**src/rtl/imem_fetch_ctrl.sv**
```systemverilog
// Instruction fetch controller: owns fetch PC, buffers {pc, word} pairs fetched from combinational imem.
// Latency: 1 cycle from imem_A presentation to the word appearing on inst (empty buffer); 1 instr/cycle sustained.
// Backpressure: inst_ready=0 fills the DEPTH-entry buffer, then fetch PC holds; branch redirect flushes and reloads.
module imem_fetch_ctrl #(
    parameter logic [31:0] RESET_PC = 32'h0000_0000,
    parameter int unsigned DEPTH    = 2
) (
    input  logic        clk,
    input  logic        rst_n,
    input  logic        fetch_en,
    output logic [31:0] imem_A,
    input  logic [31:0] imem_RD,
    input  logic        br_valid,
    input  logic [31:0] br_target,
    output logic        inst_valid,
    input  logic        inst_ready,
    output logic [31:0] inst,
    output logic [31:0] inst_pc,
    output logic [31:0] inst_pc8,
    output logic [31:0] fetch_cnt
);
    localparam int unsigned PW = (DEPTH > 1) ? $clog2(DEPTH) : 1;
    localparam int unsigned CW = PW + 1;
    localparam logic [CW-1:0] FULL_CNT = CW'(DEPTH);

    // Buffer occupancy as seen by the push/pop logic.
    typedef enum logic [1:0] {
        OCC_EMPTY,
        OCC_PARTIAL,
        OCC_FULL
    } occ_e;

    logic [31:0]   fetch_pc_q, fetch_pc_d;
    logic [PW-1:0] rd_ptr_q, rd_ptr_d;
    logic [PW-1:0] wr_ptr_q, wr_ptr_d;
    logic [CW-1:0] count_q, count_d;
    logic [31:0]   fetch_cnt_q, fetch_cnt_d;
    logic [31:0]   buf_pc_q   [DEPTH];
    logic [31:0]   buf_word_q [DEPTH];

    occ_e        occ;
    logic        pop;
    logic        push;
    logic [31:0] br_pc;

    // Low address bits of a redirect are dropped: ARM instructions are word aligned.
    assign br_pc = br_target & 32'hFFFF_FFFC;

    // Decode occupancy from the entry count.
    always_comb begin
        occ = OCC_PARTIAL;
        if (count_q == '0) begin
            occ = OCC_EMPTY;
        end else if (count_q == FULL_CNT) begin
            occ = OCC_FULL;
        end
    end

    assign inst_valid = (occ != OCC_EMPTY);
    assign pop        = inst_valid & inst_ready;
    // A full buffer can still accept a push when the head leaves in the same cycle.
    assign push       = fetch_en & ~br_valid & ((occ != OCC_FULL) | pop);

    // Next-state for fetch PC, pointers, count and pop counter; redirect overrides push/pop.
    always_comb begin
        fetch_pc_d  = fetch_pc_q;
        rd_ptr_d    = rd_ptr_q;
        wr_ptr_d    = wr_ptr_q;
        count_d     = count_q;
        fetch_cnt_d = fetch_cnt_q + 32'(pop);
        if (br_valid) begin
            count_d    = '0;
            rd_ptr_d   = wr_ptr_q;
            fetch_pc_d = br_pc;
        end else begin
            if (push) begin
                wr_ptr_d   = wr_ptr_q + PW'(1);
                fetch_pc_d = fetch_pc_q + 32'd4;
            end
            if (pop) begin
                rd_ptr_d = rd_ptr_q + PW'(1);
            end
            count_d = count_q + CW'(push) - CW'(pop);
        end
    end

    // State registers.
    always_ff @(posedge clk or negedge rst_n) begin
        if (!rst_n) begin
            fetch_pc_q  <= RESET_PC;
            rd_ptr_q    <= '0;
            wr_ptr_q    <= '0;
            count_q     <= '0;
            fetch_cnt_q <= '0;
        end else begin
            fetch_pc_q  <= fetch_pc_d;
            rd_ptr_q    <= rd_ptr_d;
            wr_ptr_q    <= wr_ptr_d;
            count_q     <= count_d;
            fetch_cnt_q <= fetch_cnt_d;
        end
    end

    // Buffer storage: capture the word imem returns for the current fetch PC.
    always_ff @(posedge clk or negedge rst_n) begin
        if (!rst_n) begin
            for (int i = 0; i < int'(DEPTH); i++) begin
                buf_pc_q[i]   <= '0;
                buf_word_q[i] <= '0;
            end
        end else if (push) begin
            buf_pc_q[wr_ptr_q]   <= fetch_pc_q;
            buf_word_q[wr_ptr_q] <= imem_RD;
        end
    end

    assign imem_A    = fetch_pc_q;
    assign inst      = buf_word_q[rd_ptr_q];
    assign inst_pc   = buf_pc_q[rd_ptr_q];
    assign inst_pc8  = inst_pc + 32'd8;
    assign fetch_cnt = fetch_cnt_q;

endmodule

```
**config.mk**
```make
export PLATFORM = sky130hd
export DESIGN_NAME = imem_fetch_ctrl
export DESIGN_NICKNAME = d
export VERILOG_FILES = /design/src/rtl/imem_fetch_ctrl.sv
export SDC_FILE = /design/constraint.sdc
export NUM_CORES = 1
export LEC_CHECK = 0
export ABC_AREA = 1
export CORE_UTILIZATION = 50
export CTS_BUF_LIST = sky130_fd_sc_hd__clkbuf_2 sky130_fd_sc_hd__clkbuf_4 sky130_fd_sc_hd__clkbuf_8
export CTS_CLUSTER_DIAMETER = 80
export DETAILED_ROUTE_END_ITERATION = 6
export PLACE_DENSITY = 0.76
export SLEW_MARGIN = 5
export SYNTH_ARGS = -nofsm -noshare
export SYNTH_HDL_FRONTEND = slang
export SYNTH_SLANG_ARGS = --single-unit
```
**constraint.sdc**
```tcl
create_clock -name clk -period 2.6 [get_ports clk]
set_clock_uncertainty 0.15 [all_clocks]
set_input_delay 0.39 -clock clk [delete_from_list [all_inputs] [get_ports clk]]
set_output_delay 0.39 -clock clk [all_outputs]
set_load 0.02 [all_outputs]
```
* After elaboration in Yosys (flattened, before gate mapping)
Index checks and enable logic that the tools add are counted.
Storage, ports and cells: register bits 196
Cells by class: bitwise operators 7, eq/ne operators 2, multiplexer cells 17, reductions and logical operators 6, add/sub/neg operators 7, $lt $le $gt $ge 3
Operators with widths (count):
- $mux W32 | 9
- $bwmux W64 | 2
- $add A32 B1 Y32 | 1
- $add A32 B3 Y32 const B | 1
- $add A32 B4 Y32 const B | 1
- $demux W32 S1 | 1
- $mux W2 | 3
- $reduce_bool A2 Y1 | 3
- $ge A2 B2 Y1 const B | 2
- $not A1 Y2 | 2
- $and A1 B1 Y1 | 3
- $add A1 B1 Y1 const B | 2
- $add A2 B1 Y2 | 1
- $eq A2 B2 Y1 const B | 1
- $logic_not A2 Y1 | 1
- $lt A2 B1 Y1 const B | 1
- $mux W1 | 2
- $ne A2 B2 Y1 const B | 1
- $reduce_and A2 Y1 | 1
- $sub A2 B1 Y2 | 1
- $logic_and A1 B1 Y1 | 1
- $not A1 Y1 | 1
- $or A1 B1 Y1 | 1

* Depth between registers and ports, before layout
depth in word-level cells 10, mapped depth 13, gate-level depth less buffers 11

* Worst setup path before layout
No wires, ideal clock.
kind reg2out, start point register rd_ptr_q, end point output inst_pc8[19], cell stages (with the launch flop) 12, required time 2060 ps, path slack 66 ps, arrival time 1994 ps, path through dfrtp_1 > buf_6 > clkinv_4 > buf_6 > nand2_1 > nand2_2 > ha_1 > inv_1 > nor2_2 > nand2_2 > nor2_4 > xor2_1
On the way: cells in the longest elaborated chain, start to end 5
Ends and longest elaborated chain:
- from (decl) | line 34 | logic [PW-1:0] rd_ptr_q, rd_ptr_d;
- from (signal assigned) | line 97 | rd_ptr_q <= rd_ptr_d;
- $not A1 Y2 (implied by the code) | line 119 | assign inst_pc = buf_pc_q[rd_ptr_q];
- $mux W32 (implied by the code) (3 in series) | line 119
- named net inst_pc[4] | line 18 | output logic [31:0] inst_pc,
- $add A32 B4 Y32 | line 120 | assign inst_pc8 = inst_pc + 32'd8;
- to (decl) | line 19 | output logic [31:0] inst_pc8,
The timed path passes the listed nets, and every way through them passes these cells. The select of a mux whose other input is x is not followed.

* Final worst setup path
start point register rd_ptr_q, end point output inst_pc8[19]
On the way: cells in the longest elaborated chain, start to end 5
Ends and longest elaborated chain (line):
- $not A1 Y2 (implied by the code) | 119
- $mux W32 (implied by the code) (3 in series) | 119
- $add A32 B4 Y32 | 120
No other way between the ends. The select of a mux whose other input is x is not followed.

==> results.md <==
* Status: finished with violations
* Failing checks: negative setup slack
* IO Pins at 230
* Mapped Area at 10,350 um^2
* Final antenna-violating net count at 0
* Crit start category: register
* I/O Buffers at 221
* Tcrit/Tclk final at 106.7%
* Non-Filler Instances at 1,969
* Die area at 21,290 um^2
* Overflow after GRT at 0
* Yosys Warn Count at 0
* Leak at 7.135 nW
* Overall power at 14.91 mW
* Final Net Count at 1,761
* Routed len/inst at 14.89 um
* Worst Path Max Fanout at 5
* Relative slew margins at 65.56%
* Max-slew violations at 0
* Initial antenna violation count at 0
* Core area at 20,300 um^2
* Clock sinks at 190
* Area Overhead vs Synth at 37.86%
* Die Wd at 145.9 um
* Via count at 9,893
* Worst setup margin at -0.1738 ns
* CTS root buf: clkbuf_8
* Worst hold path type: primary input to async pin
* Util after Layout at 70.32%
* Clk_lat worst skew at 0.47 ns
* Level count of the clock H-tree at 4
* Placed instance count at 1,907
* Synth area leaders: dfrtp_1 46%, nand2_1 20%, o21ai_0 7.0%
* Post-DP HPWL at 20,210 um
* Number of global-route vias before repair at 9,182
* FMAX at 0.3605 GHz
* Final setup vio count at 23
* WS Path Type: register to primary output
* Commonest cells in the netlist: 564 x nand2_1, 190 x dfrtp_1, 144 x o21ai_0
* Vias/cell at 5.024
* Async SR Flop Fraction at 100.0%
* CP endpoint kind: primary output
* DRT Pass-1 Iters at 5
* Row cnt at 52
* Setup TNS at -2.636 ns
* GP Congestion at 0.9062
* Hold Violations, Final at 0
* Unrepaired setup endpoints after global routing: true
* N_diodes at 0
* Top-count cell post-synth: nand2_1
* Distinct cells, synth at 35
* Syn Area/Cell at 7.401 um^2
* Critical path arrival at 2.23 ns
* First-pass GRT wire length at 45,870 um
* Clk buf depth at 2
* Worst Tran Pin Value at 0.5166 ns
* Die Ht at 145.9 um
* Final Critical Period at 2.774 ns
* Post-synth EDFFs at 0
* VDD IR max at 0.4925 mV
* FF+latch count, synth at 190
* Share of cells above drive strength 1 at 20.25%
* Largest net degree at the start of global routing at 85
* Total Wirelength at 29,330 um
* PD cells at 1045 nW/um^2
* Top cell type by total area after synthesis: dfrtp_1
* Num CTS Buffers at 17
* Total GRT Usage at 26.92%
* Ys flop type: dfrtp_1
* Fin area at 14,270 um^2
* DRC viols at 0
* Fill cells at 1,662
* Max-Cap Viols at 0
* Initial Utilization at 51.00%
* Post-DP Area at 13,130 um^2
* Sequential fraction of the synthesis area at 45.92%
* TritonCTS clock tree: yes
* Initial detailed-routing violation count at 494
* Post-synth top area share at 45.92%
* Cells after Synth at 1,399
* WP data required at 2.06 ns
* Worst-path clk slew at 0.10 ns
logic make-up after synthesis:
| kind of cell | share of synthesized area [%] |
|---|---|
| AOI/OAI and AO/OA | 8.350 |
| xor gates and xnor gates | 4.399 |
| adders and majority gates | 0.7251 |
| buffers and inverters | 8.375 |
| DFF | 45.92 |
| other | 0.03622 |
| and+or+nand+nor | 32.19 |
sequential cells by signal, indices dropped and copies added (netlist names):
register / count
buf_word_q: 64
count_q: 2
imem_A: 30
wr_ptr_q: 1
fetch_cnt: 32
buf_pc_q: 60
rd_ptr_q: 1
power breakdown:
| part | leakage [nW] | switching [mW] | internal [mW] |
|---|---|---|---|
| registers | 2.39 | 0.712 | 4.01 |
| clock network | 0.201 | 1.22 | 0.733 |
| logic | 4.55 | 4.89 | 3.35 |
worst max-delay path, stage by stage (launching register included):
cell and delay, ns:
dfrtp_2 0.44, buf_12 0.15, clkinv_8 0.07, nand2_2 0.06, nand2_4 0.11, ha_4 0.16, inv_2 0.04, nor2_4 0.16
nand2_4 0.11, nor2_4 0.14, xor2_1 0.16, buf_4 0.16
path summary, 6_finish.rpt:
check / slack (ns) / cells past startpoint / endpoint / startpoint
max: -0.17 / 11 / inst_pc8[19] / rd_ptr_q$_DFFE_PN0P_
min: 0.30 / 2 / buf_pc_q[22]$_DFFE_PN0P_ / rst_n
max reg2reg: 0.42 / 6 / imem_A[16]$_DFFE_PN0P_ / imem_A[2]$_DFFE_PN0P_
min reg2reg: 0.34 / 2 / buf_pc_q[62]$_DFFE_PN0P_ / buf_pc_q[62]$_DFFE_PN0P_
max in group asynchronous: 1.25 / 3 / buf_pc_q[56]$_DFFE_PN0P_ / rst_n
min in group clk: 0.32 / 3 / imem_A[13]$_DFFE_PN0P_ / br_target[13]
cell usage in the layout (no fill, tap or decap), types with 5 or more instances in the layout:
| master | n |
|---|---|
| buf_12 | 9 |
| buf_4 | 81 |
| buf_6 | 23 |
| buf_8 | 5 |
| clkbuf_2 | 38 |
| clkbuf_8 | 18 |
| clkdlybuf4s50_1 | 129 |
| conb_1 | 6 |
| dfrtp_1 | 189 |
| dlygate4sd2_1 | 25 |
| ha_1 | 5 |
| inv_1 | 122 |
| inv_8 | 6 |
| nand2_1 | 512 |
| nand2_2 | 44 |
| nand2_4 | 45 |
| nand3_1 | 44 |
| nand4_1 | 7 |
| nor2_1 | 85 |
| nor2_2 | 10 |
| nor2_4 | 33 |
| nor3_1 | 11 |
| o211ai_1 | 7 |
| o21ai_0 | 143 |
| o21ai_1 | 7 |
| xnor2_1 | 14 |
| xor2_1 | 34 |
layout make-up:
cell class                 count  area, um^2  area share, %
multi-input combinational   1032        5371          37.63
sequential                   190        4756          33.32
timing repair buffer         318        2907          20.36
inverter                     126       488.0          3.419
tap                          270       337.8          2.367
clock buffer                  17       234.0          1.639
clock inverter                15       163.9          1.148
timing repair inverter         1       16.27         0.1140
metal layers:
metal	global-route usage (%)	vias up	wire (um)
li1	-	4884	-
met1	38.29	4623	13450
met2	43.16	338	13830
met3	3.887	48	1489
met4	7.211	0	554
met5	0	-	0
through the flow:
step           hold WS, ns  worst slack (ns)
6_report            0.3041           -0.1738
5_1_grt             0.3106           -0.2703
4_1_cts             0.3027           -0.1377
3_5_place_dp        0.2506           -0.1859
3_3_place_gp        0.2492           -0.1690
2_1_floorplan     -0.05559           0.06604
what timing repair did:
action | CTS | global route
cloned | 2 | 0
hold buffers | 1 | 0
buffers inserted | 15 | 13
hold endpoints to repair | 58 | 0
pin swaps | 39 | 68
gates resized for setup | 305 | 164
setup endpoints to repair | 88 | 30
(Power assumes the default switching activity.)
